**config.mk**
```make
export PLATFORM = sky130hd
export DESIGN_NAME = serial_word_tx
export DESIGN_NICKNAME = d
export VERILOG_FILES = /design/src/rtl/serial_word_tx_pkg.sv /design/src/rtl/serial_bit_timer.sv /design/src/rtl/serial_word_tx.sv
export SDC_FILE = /design/constraint.sdc
export NUM_CORES = 1
export LEC_CHECK = 0
export BUFFER_PORTS_ARGS = -buffer_cell sky130_fd_sc_hd__buf_2
export CAP_MARGIN = 20
export CORE_ASPECT_RATIO = 1.1
export CORE_UTILIZATION = 40
export CTS_CLUSTER_DIAMETER = 120
export DETAILED_ROUTE_END_ITERATION = 6
export GPL_ROUTABILITY_DRIVEN = 0
export HOLD_SLACK_MARGIN = 0.1
export SYNTH_ARGS = -nofsm -noshare
export SYNTH_HDL_FRONTEND = slang
export SYNTH_SLANG_ARGS = --single-unit
```
**constraint.sdc**
```tcl
create_clock -name clk -period 5.23 [get_ports clk]
set_clock_uncertainty 0.05 [all_clocks]
set_input_delay 1.569 -clock clk [delete_from_list [all_inputs] [get_ports clk]]
set_output_delay 1.569 -clock clk [all_outputs]
set_load 0.03 [all_outputs]
```
**src/rtl/serial_word_tx_pkg.sv**
```systemverilog
// Shared definitions for the serial word transmitter and its matching receiver.
// Holds the FSM encoding, the common word width and a counter-width helper.
package serial_word_tx_pkg;

   typedef enum logic [1:0] {
      ST_IDLE  = 2'd0,
      ST_ARMED = 2'd1,
      ST_SHIFT = 2'd2,
      ST_GAP   = 2'd3
   } tx_state_t;

   localparam int WORD_WIDTH          = 32;
   localparam int DEFAULT_HALF_PERIOD = 51;

   // Counter width for n distinct values, never narrower than one bit.
   function automatic int cnt_width(input int n);
      return (n < 2) ? 1 : $clog2(n);
   endfunction

endpackage

```
**src/rtl/serial_bit_timer.sv**
```systemverilog
// Free-running bit-period timer: produces the registered bit clock and a
// one-cycle strobe in the cycle where the phase counter wraps to zero.
module serial_bit_timer
   import serial_word_tx_pkg::*;
#(
   parameter int HALF_PERIOD = DEFAULT_HALF_PERIOD
) (
   input  logic clk,
   input  logic reset,
   output logic bclk,
   output logic strobe
);

   localparam int            PW         = cnt_width(2 * HALF_PERIOD);
   localparam logic [PW-1:0] PHASE_LAST = PW'(2 * HALF_PERIOD - 1);
   localparam logic [PW-1:0] PHASE_HIGH = PW'(HALF_PERIOD);

   logic [PW-1:0] phase_r;
   logic [PW-1:0] phase_next_s;
   logic          bclk_r;

   // Phase advance with wrap at the end of the bit period.
   always_comb begin
      if (phase_r == PHASE_LAST) begin
         phase_next_s = {PW{1'b0}};
      end else begin
         phase_next_s = phase_r + PW'(1);
      end
   end

   // bclk is decoded from the next phase so it stays aligned with phase_r.
   always_ff @(posedge clk or negedge reset) begin
      if (!reset) begin
         phase_r <= {PW{1'b0}};
         bclk_r  <= 1'b0;
      end else begin
         phase_r <= phase_next_s;
         bclk_r  <= (phase_next_s >= PHASE_HIGH);
      end
   end

   assign bclk   = bclk_r;
   assign strobe = (phase_r == PHASE_LAST);

endmodule

```
**src/rtl/serial_word_tx.sv**
```systemverilog
// Parallel-to-serial word transmitter: accepts a word on a valid/ready
// handshake and shifts it MSB-first, framed by com_en, on bit boundaries.
module serial_word_tx
   import serial_word_tx_pkg::*;
#(
   parameter int HALF_PERIOD = DEFAULT_HALF_PERIOD,
   parameter int WIDTH       = WORD_WIDTH,
   parameter int GAP_BITS    = 2
) (
   input  logic             clk,
   input  logic             reset,
   input  logic [WIDTH-1:0] data_in,
   input  logic             send,
   output logic             ready,
   output logic             sdata,
   output logic             com_en,
   output logic             bclk,
   output logic             done
);

   localparam int            BW       = cnt_width(WIDTH);
   localparam int            GW       = cnt_width(GAP_BITS + 1);
   localparam logic [BW-1:0] BIT_LAST = BW'(WIDTH - 1);
   localparam logic [GW-1:0] GAP_LAST = GW'((GAP_BITS > 0) ? GAP_BITS - 1 : 0);

   tx_state_t        state_r;
   tx_state_t        state_next_s;
   logic [WIDTH-1:0] shreg_r;
   logic [WIDTH-1:0] shreg_next_s;
   logic [BW-1:0]    bitcnt_r;
   logic [BW-1:0]    bitcnt_next_s;
   logic [GW-1:0]    gapcnt_r;
   logic [GW-1:0]    gapcnt_next_s;
   logic             sdata_r;
   logic             sdata_next_s;
   logic             com_en_r;
   logic             com_en_next_s;
   logic             done_r;
   logic             done_next_s;
   logic             ready_r;
   logic             ready_next_s;
   logic             strobe_s;
   logic             accept_s;

   serial_bit_timer #(
      .HALF_PERIOD(HALF_PERIOD)
   ) u_timer (
      .clk   (clk),
      .reset (reset),
      .bclk  (bclk),
      .strobe(strobe_s)
   );

   assign accept_s = send && ready_r;

   // State register.
   always_ff @(posedge clk or negedge reset) begin
      if (!reset) begin
         state_r <= ST_IDLE;
      end else begin
         state_r <= state_next_s;
      end
   end

   // Next-state decode; every transition after acceptance waits for a boundary.
   always_comb begin
      state_next_s = state_r;
      case (state_r)
         ST_IDLE: begin
            if (accept_s) state_next_s = ST_ARMED;
            else          state_next_s = ST_IDLE;
         end
         ST_ARMED: begin
            if (strobe_s) state_next_s = ST_SHIFT;
            else          state_next_s = ST_ARMED;
         end
         ST_SHIFT: begin
            if (strobe_s && (bitcnt_r == BIT_LAST)) state_next_s = (GAP_BITS > 0) ? ST_GAP : ST_IDLE;
            else                                    state_next_s = ST_SHIFT;
         end
         ST_GAP: begin
            if (strobe_s && (gapcnt_r == GAP_LAST)) state_next_s = ST_IDLE;
            else                                    state_next_s = ST_GAP;
         end
         default: state_next_s = ST_IDLE;
      endcase
   end

   // Datapath and registered-output next values.
   always_comb begin
      shreg_next_s  = shreg_r;
      bitcnt_next_s = bitcnt_r;
      gapcnt_next_s = gapcnt_r;
      sdata_next_s  = sdata_r;
      com_en_next_s = com_en_r;
      ready_next_s  = ready_r;
      done_next_s   = 1'b0;
      case (state_r)
         ST_IDLE: begin
            if (accept_s) begin
               shreg_next_s = data_in;
               ready_next_s = 1'b0;
            end else begin
               ready_next_s = 1'b1;
            end
         end
         ST_ARMED: begin
            if (strobe_s) begin
               com_en_next_s = 1'b1;
               sdata_next_s  = shreg_r[WIDTH-1];
               shreg_next_s  = {shreg_r[WIDTH-2:0], 1'b0};
               bitcnt_next_s = {BW{1'b0}};
            end else begin
               com_en_next_s = 1'b0;
            end
         end
         ST_SHIFT: begin
            if (strobe_s) begin
               if (bitcnt_r == BIT_LAST) begin
                  com_en_next_s = 1'b0;
                  sdata_next_s  = 1'b0;
                  done_next_s   = 1'b1;
                  gapcnt_next_s = {GW{1'b0}};
                  ready_next_s  = (GAP_BITS == 0);
               end else begin
                  sdata_next_s  = shreg_r[WIDTH-1];
                  shreg_next_s  = {shreg_r[WIDTH-2:0], 1'b0};
                  bitcnt_next_s = bitcnt_r + BW'(1);
               end
            end else begin
               com_en_next_s = 1'b1;
            end
         end
         ST_GAP: begin
            if (strobe_s) begin
               if (gapcnt_r == GAP_LAST) begin
                  ready_next_s = 1'b1;
               end else begin
                  gapcnt_next_s = gapcnt_r + GW'(1);
               end
            end else begin
               com_en_next_s = 1'b0;
            end
         end
         default: begin
            com_en_next_s = 1'b0;
            sdata_next_s  = 1'b0;
            ready_next_s  = 1'b1;
         end
      endcase
   end

   // Datapath and output registers; reset drops the frame immediately.
   always_ff @(posedge clk or negedge reset) begin
      if (!reset) begin
         shreg_r  <= {WIDTH{1'b0}};
         bitcnt_r <= {BW{1'b0}};
         gapcnt_r <= {GW{1'b0}};
         sdata_r  <= 1'b0;
         com_en_r <= 1'b0;
         done_r   <= 1'b0;
         ready_r  <= 1'b1;
      end else begin
         shreg_r  <= shreg_next_s;
         bitcnt_r <= bitcnt_next_s;
         gapcnt_r <= gapcnt_next_s;
         sdata_r  <= sdata_next_s;
         com_en_r <= com_en_next_s;
         done_r   <= done_next_s;
         ready_r  <= ready_next_s;
      end
   end

   assign sdata  = sdata_r;
   assign com_en = com_en_r;
   assign done   = done_r;
   assign ready  = ready_r;

endmodule

```
# Word level (Yosys, flattened, before mapping)
# Index checks and enable logic that the tools add are counted.
# classes
n_mux	37
n_lt_le_gt_ge	1
bitwise	0
reduce_logical	15
n_eq_ne	16
addsub	3
shift	0
div_mod_pow	0
mul	0
# ops
operator	n
$mux 32	4
$pmux 32 s3	1
$ne 2x2->1 const B	9
$mux 1	16
$mux 5	3
$reduce_and 5->1	3
$mux 2	6
$pmux 5 s2	1
$reduce_bool 3->1	3
$pmux 2 s4	1
$add 7x1->7 const B	1
$eq 7x7->1 const B	1
$ge 7x6->1 const B	1
$mux 7	1
$pmux 1 s3	2
$reduce_and 3->1	2
$add 5x1->5 const B	1
$eq 5x5->1 const B	1
$eq 2x1->1 const B	2
$eq 2x2->1 const B	2
$pmux 2 s2	1
$reduce_and 4->1	1
$reduce_bool 2->1	2
$logic_and 1x1->1	3
other kinds (4)	4
# word_totals
mem_bits_rw	0
latch_bits	0
wordCells	82
inputBits	35
mem_count	0
ff_bits	53
rom_bits	0

# Depth between registers and ports, before layout
# Gate-level depths: netlist of run 1.
# logic_depth
depth_word	4
depth_mapped	9
mapped_depth_nobuf	7

# Cells and area by module
# A second synthesis of run 1 with hierarchy kept.
# hier_totals
hier_cells	228
hier_area_um2	2854.0
# modules_own_cells
module	cells_per_inst	n_inst	area_each_um2
serial_word_tx	188	1	2424.8
serial_bit_timer	40	1	429.2

# Worst setup path after synthesis of run 1
# OpenSTA, ideal clock, no wires.
# synth_path
path_type	input port to flip-flop
startpoint	in send
endpoint	reg shreg_r[0]
arrival_ns	2.558
path_buffers	1
path_slack_ns	2.496
stages	4
cell_sequence	nand2_1 a221oi_4 buf_6 mux2_4
# synth_via
elab_chain_len	3
# synth_rtl
element	line_no	text
start, declared	serial_word_tx.sv:13	input logic send,
$logic_and 1x1->1	serial_word_tx.sv:54	assign accept_s = send && ready_r;
$ne 2x2->1 (no source line)	-	
$reduce_and 5->1 (no source line)	-	
end signal, assigned	serial_word_tx.sv:156	shreg_r <= {WIDTH{1'b0}};
end signal, assigned	serial_word_tx.sv:164	shreg_r <= shreg_next_s;
end, declared	serial_word_tx.sv:28	logic [WIDTH-1:0] shreg_r;
# Every way passes these cells.
# A chain may end at the register's enable or synchronous reset.

# Final worst setup path of run 1
# layout_path
startpoint	reg bitcnt_r[0]
endpoint	reg shreg_r[11]
# layout_via
elab_chain_len	3
# layout_rtl
element	line_no	text
start, declared	serial_word_tx.sv:30	logic [BW-1:0] bitcnt_r;
start signal, assigned	serial_word_tx.sv:157	bitcnt_r <= {BW{1'b0}};
start signal, assigned	serial_word_tx.sv:165	bitcnt_r <= bitcnt_next_s;
$eq 5x5->1	serial_word_tx.sv:119	if (bitcnt_r == BIT_LAST) begin
$ne 2x2->1 (no source line)	-	
$reduce_and 5->1 (no source line)	-	
# Every way passes these cells.

==> results_dict.tcl, run 1 <==
set metrics [dict create \
    run_status "finished, violations left" \
    violated_checks "DRC" \
    syn-instance-count 237 \
    timing.final.crit_share 0.622 \
    p_per_area_mw_per_mm2 217 \
    grt_start_max_net_pins 54 \
    timing.hold.worst.class "reg2reg" \
    synth_most_common_cell "sky130_fd_sc_hd__dfrtp_1" \
    worstReg2RegStart "bitcnt_r[0]" \
    ctsHtreeMaxLevel 2 \
    leakagePower_nw 1.50 \
    antenna_cells 0 \
    final_period_minus_worst_setup_slack_ns 3.25 \
    maxSlewViolCount 0 \
    insertion_delay_ns 0.31 \
    antenna_found_initial 0 \
    number_of_global_route_vias_before_repair 1966 \
    critPathCaptureType "flop" \
    mappedNetlistArea_mm2 0.00296 \
    cts-root-to-sink-buffers 2 \
    remaining_drc_errors 3 \
    rr_worst_depth 8 \
    number_of_enable_type_register_cells_in_the_synthesized_netlist 0 \
    synthTopCellsByArea "sky130_fd_sc_hd__dfrtp_1, sky130_fd_sc_hd__mux2_4, sky130_fd_sc_hd__mux2_2" \
    die_width_um 84.1 \
    fin_cells 360 \
    drt_iter0_markers 61 \
    drt.antenna.violating_nets 0 \
    placementRows 32 \
    worst_ep_required_time_ns 5.38 \
    fmax_ghz 0.307 \
    detailedRoute.firstPassIterationCount 6 \
    cp_data_arrival_time_ns 3.40 \
    grt_first_pass_wirelength_mm 9.39 \
    vias_per_inst 5.25 \
    route.vias.total 1889 \
    clk_root_buffer_cell "sky130_fd_sc_hd__clkbuf_8" \
    finalHoldViolations 0 \
    grt-ovfl-total 0 \
    synth.yosys.warnings 0 \
    design.die.area_mm2 0.00776 \
    grt_use_total 0.151 \
    worst-path-max-fanout 15 \
    pin_count 40 \
    placed_cells 352 \
    timing.max_slew.rel_slack 0.318 \
    place.detailed.hpwl_mm 3.54 \
    area_growth_pct 11.4 \
    syn-num-nets 281 \
    cts.reportedPaths.clkPinSlew_ns 0.10 \
    core_area_mm2 0.00709 \
    port_buffers 39 \
    post_cts_buffers 0 \
    transition_time_of_the_tightest_slew_check_pin_ns 1.02 \
    netlist.top_cell.by_area "sky130_fd_sc_hd__dfrtp_1" \
    postSynth.topFlopCell "sky130_fd_sc_hd__dfrtp_1" \
    setup_viol 0 \
    critPathKind "reg2reg" \
    post_drt_wl_per_cell_um 14.4 \
    setup.worst_path.start_class "flop" \
    post-synth-top-area-fraction 0.439 \
    critical_path.endpoint "shreg_r[11]" \
    post_synth.cell_area_avg_um2 12.5 \
    timing.critical_path.from "bitcnt_r[0]" \
    cap_violations 0 \
    fin_nets 318 \
    cts_sinks 53 \
    postCtsResizedCells 0 \
    cts-buffers-inserted 5 \
    synth_sequential_area_ratio 0.448 \
    yosys_register_bits 53 \
    cell_types_with_the_highest_counts_after_synthesis "sky130_fd_sc_hd__dfrtp_1, sky130_fd_sc_hd__mux2_2, sky130_fd_sc_hd__mux2_4" \
    wl_mm 5.18 \
    async_flop_share 1.00 \
    dieHeight_um 92.3 \
    cts_tree "done" \
    setup_repair_after_global_routing_missed_its_margin "false" \
    setup-tns-final_ns 0 \
    r2r_setup_slack_ns 1.98 \
    unique_masters_post_synth 47 \
    r2r_end "shreg_r[11]" \
    vdd_ir_drop_max_mv 0.101 \
    floorplan.initialDensity 0.418 \
    hold_bufs_at_cts 0 \
    drive_gt1_frac 0.433 \
]
-- area by class of cell --
cell class | count | area, um^2
Fill cell | 671 | 3780
Inverter | 10 | 37.5
Timing Repair Buffer | 43 | 225
Clock inverter | 2 | 15.0
Clock buffer | 6 | 72.6
Tap cell | 85 | 106
Multi-Input combinational cell | 161 | 1520
Sequential cell | 53 | 1330
-- layer usage --
metal  routed length [um]  share of wire  track usage  vias to the layer above
li1                     -              -            -                      916
met1                 2480           0.48        0.199                      933
met2                 2430           0.47        0.251                       36
met3                  232          0.045       0.0360                        4
met4                   46         0.0089       0.0388                        0
met5                    0              0            0                        -
-- state kept, by name, indices dropped and copies added (netlist names) --
register	cells
gapcnt_r	2
bitcnt_r	5
done	1
state_r	2
sdata	1
com_en	1
ready	1
u_timer.bclk	1
u_timer.phase_r	7
shreg_r	32
-- placed cells by master, fill, tap and decap left out, types with 2 or more instances in the layout --
cell type / synthesis / routed
sky130_fd_sc_hd__buf_4: 0 / 4
sky130_fd_sc_hd__nand2_1: 14 / 14
sky130_fd_sc_hd__a31oi_1: 3 / 3
sky130_fd_sc_hd__a211oi_1: 2 / 2
sky130_fd_sc_hd__nand2b_1: 2 / 2
sky130_fd_sc_hd__nand4_1: 2 / 2
sky130_fd_sc_hd__ha_1: 9 / 9
sky130_fd_sc_hd__o41ai_1: 2 / 2
sky130_fd_sc_hd__nor2b_1: 2 / 2
sky130_fd_sc_hd__dfrtp_1: 52 / 52
sky130_fd_sc_hd__inv_1: 10 / 10
sky130_fd_sc_hd__and3_1: 2 / 2
sky130_fd_sc_hd__mux2_2: 34 / 34
sky130_fd_sc_hd__clkbuf_8: 0 / 5
sky130_fd_sc_hd__nor3_1: 2 / 2
sky130_fd_sc_hd__buf_2: 1 / 39
sky130_fd_sc_hd__a22o_1: 2 / 2
sky130_fd_sc_hd__and2_1: 2 / 2
sky130_fd_sc_hd__mux2_4: 30 / 30
sky130_fd_sc_hd__clkinvlp_4: 0 / 2
sky130_fd_sc_hd__o21ai_0: 2 / 2
sky130_fd_sc_hd__nand3_1: 5 / 5
sky130_fd_sc_hd__a21oi_1: 5 / 5
sky130_fd_sc_hd__xnor2_1: 3 / 3
sky130_fd_sc_hd__mux2i_1: 3 / 3
sky130_fd_sc_hd__o31ai_1: 3 / 3
sky130_fd_sc_hd__nor2_1: 13 / 13
-- metrics by stage --
stage | utilization | area [um^2] | setup slack, ns | total power, W | hold WS [ns]
global placement | 0.454 | 3210 | 1.70 | 0.000489 | 0.438
detailed placement | 0.454 | 3210 | 1.67 | 0.000490 | 0.439
CTS | 0.466 | 3300 | 1.93 | 0.000728 | 0.471
finish | 0.466 | 3300 | 1.98 | 0.000717 | 0.466
floorplan | - | 2960 | 2.50 | 0.000464 | 0.425
global route | 0.466 | 3300 | 1.74 | 0.000750 | 0.479
-- how the worst min path moves through the flow --
stage | from | endpoint | slack, ns | cells after the start
3_3_place_gp | shreg_r[28] | shreg_r[28] | 0.44 | 1
4_1_cts | ready | ready | 0.47 | 2
2_1_floorplan | shreg_r[29] | shreg_r[29] | 0.42 | 1
5_1_grt | shreg_r[15] | shreg_r[15] | 0.48 | 1
6_report | shreg_r[15] | shreg_r[15] | 0.47 | 1
3_5_place_dp | shreg_r[7] | shreg_r[7] | 0.44 | 1
-- worst max-delay path: stages (launching register included) --
cell                       delay [ns]
sky130_fd_sc_hd__dfrtp_1         0.42
sky130_fd_sc_hd__ha_1            0.24
sky130_fd_sc_hd__and3_1          0.19
sky130_fd_sc_hd__ha_1            0.27
sky130_fd_sc_hd__and3b_1         0.29
sky130_fd_sc_hd__nand2_2         0.12
sky130_fd_sc_hd__a221oi_4        0.86
sky130_fd_sc_hd__buf_4           0.38
sky130_fd_sc_hd__mux2_4          0.32
-- power breakdown --
group / leakage (nW) / switching (W) / internal, W
registers: 0.643 / 0.00000683 / 0.000422
logic: 0.823 / 0.0000179 / 0.0000339
clock network: 0.0374 / 0.000142 / 0.0000947
total: 1.50 / 0.000166 / 0.000551
-- logic make-up after synthesis --
family	synth area share
XOR/XNOR	0.0118
flip-flops	0.448
adder cells (fa/ha/maj)	0.0380
AND/OR/NAND/NOR	0.0811
multiplexers	0.291
AO/OA/AOI/OAI	0.0900
buffers and inverters	0.0397
Power figures use the tool's default switching activity.
==> inputs of run 2 (changes only) <==
--- a/config.mk
+++ b/config.mk
@@ -5,6 +5,7 @@
 export SDC_FILE = /design/constraint.sdc
 export NUM_CORES = 1
 export LEC_CHECK = 0
+export ABC_AREA = 1
 export BUFFER_PORTS_ARGS = -buffer_cell sky130_fd_sc_hd__buf_2
 export CAP_MARGIN = 20
 export CORE_ASPECT_RATIO = 1.1
==> constraint.sdc (replaced) <==
create_clock -name clk -period 2.65 [get_ports clk]
set_clock_uncertainty 0.05 [all_clocks]
set_input_delay 0.795 -clock clk [delete_from_list [all_inputs] [get_ports clk]]
set_output_delay 0.795 -clock clk [all_outputs]
set_load 0.03 [all_outputs]
==> results_dict.tcl, run 2 <==
set metrics [dict create \
    run_status "finished, final reports clean" \
    clk_root_buffer_cell "sky130_fd_sc_hd__clkbuf_8" \
    async_flop_share 1.00 \
    unique_masters_post_synth 27 \
    timing.hold.worst.class "in2async" \
    cts_tree "done" \
    synthTopCellsByArea "sky130_fd_sc_hd__dfrtp_1, sky130_fd_sc_hd__mux2i_1, sky130_fd_sc_hd__nand2_1" \
    synth.yosys.warnings 0 \
    antenna_cells 0 \
    worst_setup_slack_before_clock_tree_synthesis_ns 0.325 \
    timing.final.crit_share 0.853 \
    post_drt_wl_per_cell_um 12.2 \
    final_core_utilization 0.472 \
    route.vias.total 2029 \
    hold_bufs_at_cts 0 \
    insertion_delay_ns 0.31 \
    netlist.top_cell.by_area "sky130_fd_sc_hd__dfrtp_1" \
    worst-path-max-fanout 64 \
    antenna_found_initial 0 \
    number_of_global_route_vias_before_repair 1997 \
    synth_most_common_cell "sky130_fd_sc_hd__nand2_1" \
    postSynth.topFlopCell "sky130_fd_sc_hd__dfrtp_1" \
    area_growth_pct 11.5 \
    grt_first_pass_wirelength_mm 8.83 \
    r2r_setup_slack_ns 0.39 \
    grt_use_total 0.151 \
    worst_ep_required_time_ns 2.83 \
    critPathKind "reg2reg" \
    die_width_um 82.5 \
    drive_gt1_frac 0.278 \
    setup-tns-final_ns 0 \
    fill_cells 662 \
    cap_violations 0 \
    leakagePower_nw 1.60 \
    cts_sinks 53 \
    grt-ovfl-total 0 \
    cp_data_arrival_time_ns 2.44 \
    final_period_minus_worst_setup_slack_ns 2.26 \
    cts.reportedPaths.clkPinSlew_ns 0.10 \
    r2r_end "shreg_r[26]" \
    vias_per_inst 4.83 \
    port_buffers 39 \
    post_place_cell_area_mm2 0.00310 \
    cts-buffers-inserted 5 \
    cell_types_with_the_highest_counts_after_synthesis "sky130_fd_sc_hd__nand2_1, sky130_fd_sc_hd__dfrtp_1, sky130_fd_sc_hd__o21ai_2" \
    number_of_enable_type_register_cells_in_the_synthesized_netlist 0 \
    cts-root-to-sink-buffers 2 \
    timing.max_slew.rel_slack 0.490 \
    drt_iter0_markers 94 \
    design.die.area_mm2 0.00748 \
    fmax_ghz 0.442 \
    remaining_drc_errors 0 \
    drt.antenna.violating_nets 0 \
    syn-instance-count 300 \
    setup_viol 0 \
    finish.instance_area_mm2 0.00318 \
    maxSlewViolCount 0 \
    grt_start_max_net_pins 65 \
    top_regs "shreg_r (32), u_timer.phase_r (7), bitcnt_r (5)" \
    floorplan.initialDensity 0.423 \
    post_cts_buffers 0 \
    critPathCaptureType "flop" \
    worstReg2RegStart "bitcnt_r[0]" \
    vdd_ir_drop_max_mv 0.489 \
    finalHoldWorstSlack_ns 0.404 \
    setup.worst_path.start_class "flop" \
    largest_register_ffs 32 \
    post-synth-top-area-fraction 0.456 \
    yosys_register_bits 53 \
    mostFrequentLayoutCells "sky130_fd_sc_hd__nand2_1, sky130_fd_sc_hd__dfrtp_1, sky130_fd_sc_hd__buf_2" \
    synth_sequential_area_ratio 0.465 \
    rr_worst_depth 11 \
    transition_time_of_the_tightest_slew_check_pin_ns 0.766 \
    dieHeight_um 90.6 \
    ctsHtreeMaxLevel 2 \
    detailedRoute.firstPassIterationCount 4 \
    pin_count 40 \
    post_synth.cell_area_avg_um2 9.51 \
    p_per_area_mw_per_mm2 916 \
    fin_nets 381 \
    finalHoldViolations 0 \
    postCtsResizedCells 0 \
    commonest_non_fill_non_tap_cell_in_the_layout "sky130_fd_sc_hd__nand2_1" \
    placementRows 31 \
    place.detailed.hpwl_mm 3.53 \
    registers.top_by_ff_count "shreg_r" \
    wl_mm 5.13 \
    syn-num-nets 344 \
    setup_repair_after_global_routing_missed_its_margin "false" \
    core_area_mm2 0.00675 \
    mappedNetlistArea_mm2 0.00285 \
    postLayoutSetupSlackWorst_ns 0.388 \
]
-- run 2: final cells by class --
type | instances | area (um^2) | share of cell area
clock buffers | 5 | 68.8 | 0.0216
well taps | 82 | 103 | 0.0322
flip-flops and latches | 53 | 1330 | 0.417
inverters | 22 | 82.6 | 0.0259
multi-input cells | 212 | 1350 | 0.423
repair buffers | 43 | 238 | 0.0747
clock inverters | 3 | 17.5 | 0.00550
-- run 2: logic make-up after synthesis --
family	share of synthesized area
simple gates	0.181
compound gates	0.136
xor+xnor	0.00614
mux	0.109
flops	0.465
fa+ha+maj	0.0395
buf+inv	0.0640
-- run 2: metrics by stage --
stage	std cells	power, W
floorplan	300	0.00237
global placement	412	0.00248
detailed placement	412	0.00251
CTS	420	0.00297
global route	420	0.00316
finish	420	0.00291
-- run 2: how the worst max path moves through the flow --
| stage | cells past startpoint | endpoint | slack (ns) | startpoint |
|---|---|---|---|---|
| global route | 11 | shreg_r[8] | 0.12 | bitcnt_r[0] |
| detailed placement | 7 | shreg_r[8] | 0.32 | send |
| CTS | 11 | shreg_r[8] | 0.34 | bitcnt_r[0] |
| floorplan | 11 | shreg_r[21] | 0.89 | bitcnt_r[0] |
| finish | 11 | shreg_r[26] | 0.39 | bitcnt_r[0] |
| global placement | 7 | shreg_r[28] | 0.36 | send |
-- run 2: power by group --
part	switching, W	internal [W]
sequential	0.000129	0.00106
clock	0.000268	0.000183
combinational	0.000756	0.000515
-- run 2: worst max-delay path, stage by stage, from the launching register on --
cell and delay (ns):
sky130_fd_sc_hd__dfrtp_1 0.40, sky130_fd_sc_hd__ha_1 0.19, sky130_fd_sc_hd__inv_1 0.04, sky130_fd_sc_hd__nor2_1 0.10
sky130_fd_sc_hd__ha_1 0.17, sky130_fd_sc_hd__nand2_1 0.10, sky130_fd_sc_hd__inv_1 0.12, sky130_fd_sc_hd__nor3_2 0.07
sky130_fd_sc_hd__nand2_4 0.08, sky130_fd_sc_hd__buf_4 0.60, sky130_fd_sc_hd__nand2_1 0.13, sky130_fd_sc_hd__o21ai_2 0.09
-- run 2: routing by layer --
metal | GRT usage | vias up | part of all wire
met5 | 0 | - | 0
met4 | 0.0460 | 0 | 0.014
met3 | 0.0414 | 8 | 0.041
met2 | 0.240 | 33 | 0.45
met1 | 0.197 | 931 | 0.49
li1 | - | 1057 | -
==> inputs of run 3 (changes only) <==
--- a/config.mk
+++ b/config.mk
@@ -5,9 +5,8 @@
 export SDC_FILE = /design/constraint.sdc
 export NUM_CORES = 1
 export LEC_CHECK = 0
-export ABC_AREA = 1
 export BUFFER_PORTS_ARGS = -buffer_cell sky130_fd_sc_hd__buf_2
-export CAP_MARGIN = 20
+export CAP_MARGIN = 40
 export CORE_ASPECT_RATIO = 1.1
 export CORE_UTILIZATION = 40
 export CTS_CLUSTER_DIAMETER = 120
==> results_dict.tcl, run 3 (synthesis results as in run 1) <==
set metrics [dict create \
    run_status "finished, violations left" \
    violated_checks "DRC" \
    final-seq-area_mm2 0.00133 \
    port_buffers 39 \
    top_regs "shreg_r (32), u_timer.phase_r (7), bitcnt_r (5)" \
    timing.hold.worst.class "in2async" \
    design.die.area_mm2 0.00776 \
    cpLargestDelayFamily "simple AND/OR/NAND/NOR gates" \
    cts_sinks 53 \
    cts-buffers-inserted 5 \
    final_period_minus_worst_setup_slack_ns 2.47 \
    critical_path.most_common_cell "sky130_fd_sc_hd__ha_1" \
    commonest_non_fill_non_tap_cell_in_the_layout "sky130_fd_sc_hd__dfrtp_1" \
    number_of_global_route_vias_before_repair 1917 \
    p_per_area_mw_per_mm2 422 \
    hold_bufs_at_cts 0 \
    vdd_ir_drop_max_mv 0.208 \
    area_growth_pct 14.7 \
    post_place_cell_area_mm2 0.00325 \
    timing.final.crit_share 0.933 \
    setup-tns-final_ns 0 \
    footprint_of_the_multi_input_gates_mm2 0.00152 \
    critPathKind "reg2reg" \
    cap_violations 0 \
    grt_use_total 0.148 \
    setup.worst_path.start_class "flop" \
    registers.top_by_ff_count "shreg_r" \
    postCtsResizedCells 0 \
    r2r_setup_slack_ns 0.18 \
    clk_root_buffer_cell "sky130_fd_sc_hd__clkbuf_8" \
    drt.antenna.violating_nets 0 \
    leakagePower_nw 1.56 \
    cts-root-to-sink-buffers 2 \
    wl_mm 5.35 \
    dieHeight_um 92.3 \
    critPathCaptureType "flop" \
    post_drt_wl_per_cell_um 14.6 \
    setup_repair_after_global_routing_missed_its_margin "false" \
    drt_iter0_markers 58 \
    antenna_found_initial 0 \
    fill_cells 650 \
    cts_tree "done" \
    path_buf_inv 2 \
    largest_register_ffs 32 \
    max_stage_delay_ns 0.41 \
    place.detailed.hpwl_mm 3.51 \
    grt_first_pass_wirelength_mm 9.16 \
    timing.max_slew.rel_slack 0.713 \
    die_width_um 84.1 \
    fin_nets 325 \
    grt_start_max_net_pins 36 \
    post_cts_buffers 0 \
    finish.instance_area_mm2 0.00340 \
    critical_path.cell_chain "ha_1 -> and3_1 -> ha_1 -> and3b_1 -> nand2_2 -> a221oi_4 -> buf_4 -> buf_12 -> mux2_2" \
    drive_gt1_frac 0.450 \
    placementRows 32 \
    vias_per_inst 5.17 \
    insertion_delay_ns 0.31 \
    route.vias.total 1899 \
    antenna_cells 0 \
    floorplan.initialDensity 0.418 \
    finalHoldViolations 0 \
    fin_cells 367 \
    setup_viol 0 \
    worst_ep_required_time_ns 2.80 \
    maxSlewViolCount 0 \
    worst-path-max-fanout 16 \
    detailedRoute.firstPassIterationCount 6 \
    placed_cells 355 \
    master_of_the_slowest_instance_on_the_critical_path "sky130_fd_sc_hd__dfrtp_1" \
    cp_data_arrival_time_ns 2.62 \
    mostFrequentLayoutCells "sky130_fd_sc_hd__dfrtp_1, sky130_fd_sc_hd__buf_2, sky130_fd_sc_hd__mux2_2" \
    ctsHtreeMaxLevel 2 \
    power_w 0.00143 \
    fmax_ghz 0.404 \
    worstReg2RegStart "bitcnt_r[0]" \
    remaining_drc_errors 3 \
    transition_time_of_the_tightest_slew_check_pin_ns 0.430 \
    timing.critical_path.from "bitcnt_r[0]" \
    pin_count 40 \
    cts.reportedPaths.clkPinSlew_ns 0.10 \
    core_area_mm2 0.00709 \
    grt-ovfl-total 0 \
]
## run 3: path summary, 6_finish.rpt
check	endpoint	cells after the start
worst max-delay path	shreg_r[30]	9
min in group clk	shreg_r[10]	1
worst max register to register	shreg_r[30]	9
worst min register to register	shreg_r[10]	1
max in group asynchronous	shreg_r[15]	2
worst min-delay path	u_timer.bclk	1
## run 3: area by class of cell
type | count | share of cell area
multi-input combinational | 161 | 0.447
sequential | 53 | 0.391
timing repair buffer | 50 | 0.0917
tap | 85 | 0.0313
clock buffer | 6 | 0.0243
inverter | 10 | 0.0110
clock inverter | 2 | 0.00405
## run 3: stage by stage
stage                     utilization  worst slack [ns]  hold WS [ns]
after floorplan                     -             0.263         0.425
after global placement          0.459             0.192         0.442
after detailed placement        0.459             0.153         0.439
after CTS                       0.472             0.126         0.359
after global routing            0.479            0.0339         0.367
final                           0.479             0.177         0.348
## run 3: metal layers
| layer | track usage | vias to the layer above | part of all wire |
|---|---|---|---|
| met5 | 0 | - | 0 |
| met4 | 0.0474 | 0 | 0.013 |
| met3 | 0.0360 | 6 | 0.041 |
| met2 | 0.240 | 37 | 0.45 |
| met1 | 0.196 | 920 | 0.49 |
| li1 | - | 936 | - |
## run 3: where the power goes
part	internal [W]	switching (W)	total, W
combinational	0.0000678	0.0000358	0.000104
clock	0.000212	0.000269	0.000482
sequential	0.000833	0.0000139	0.000847
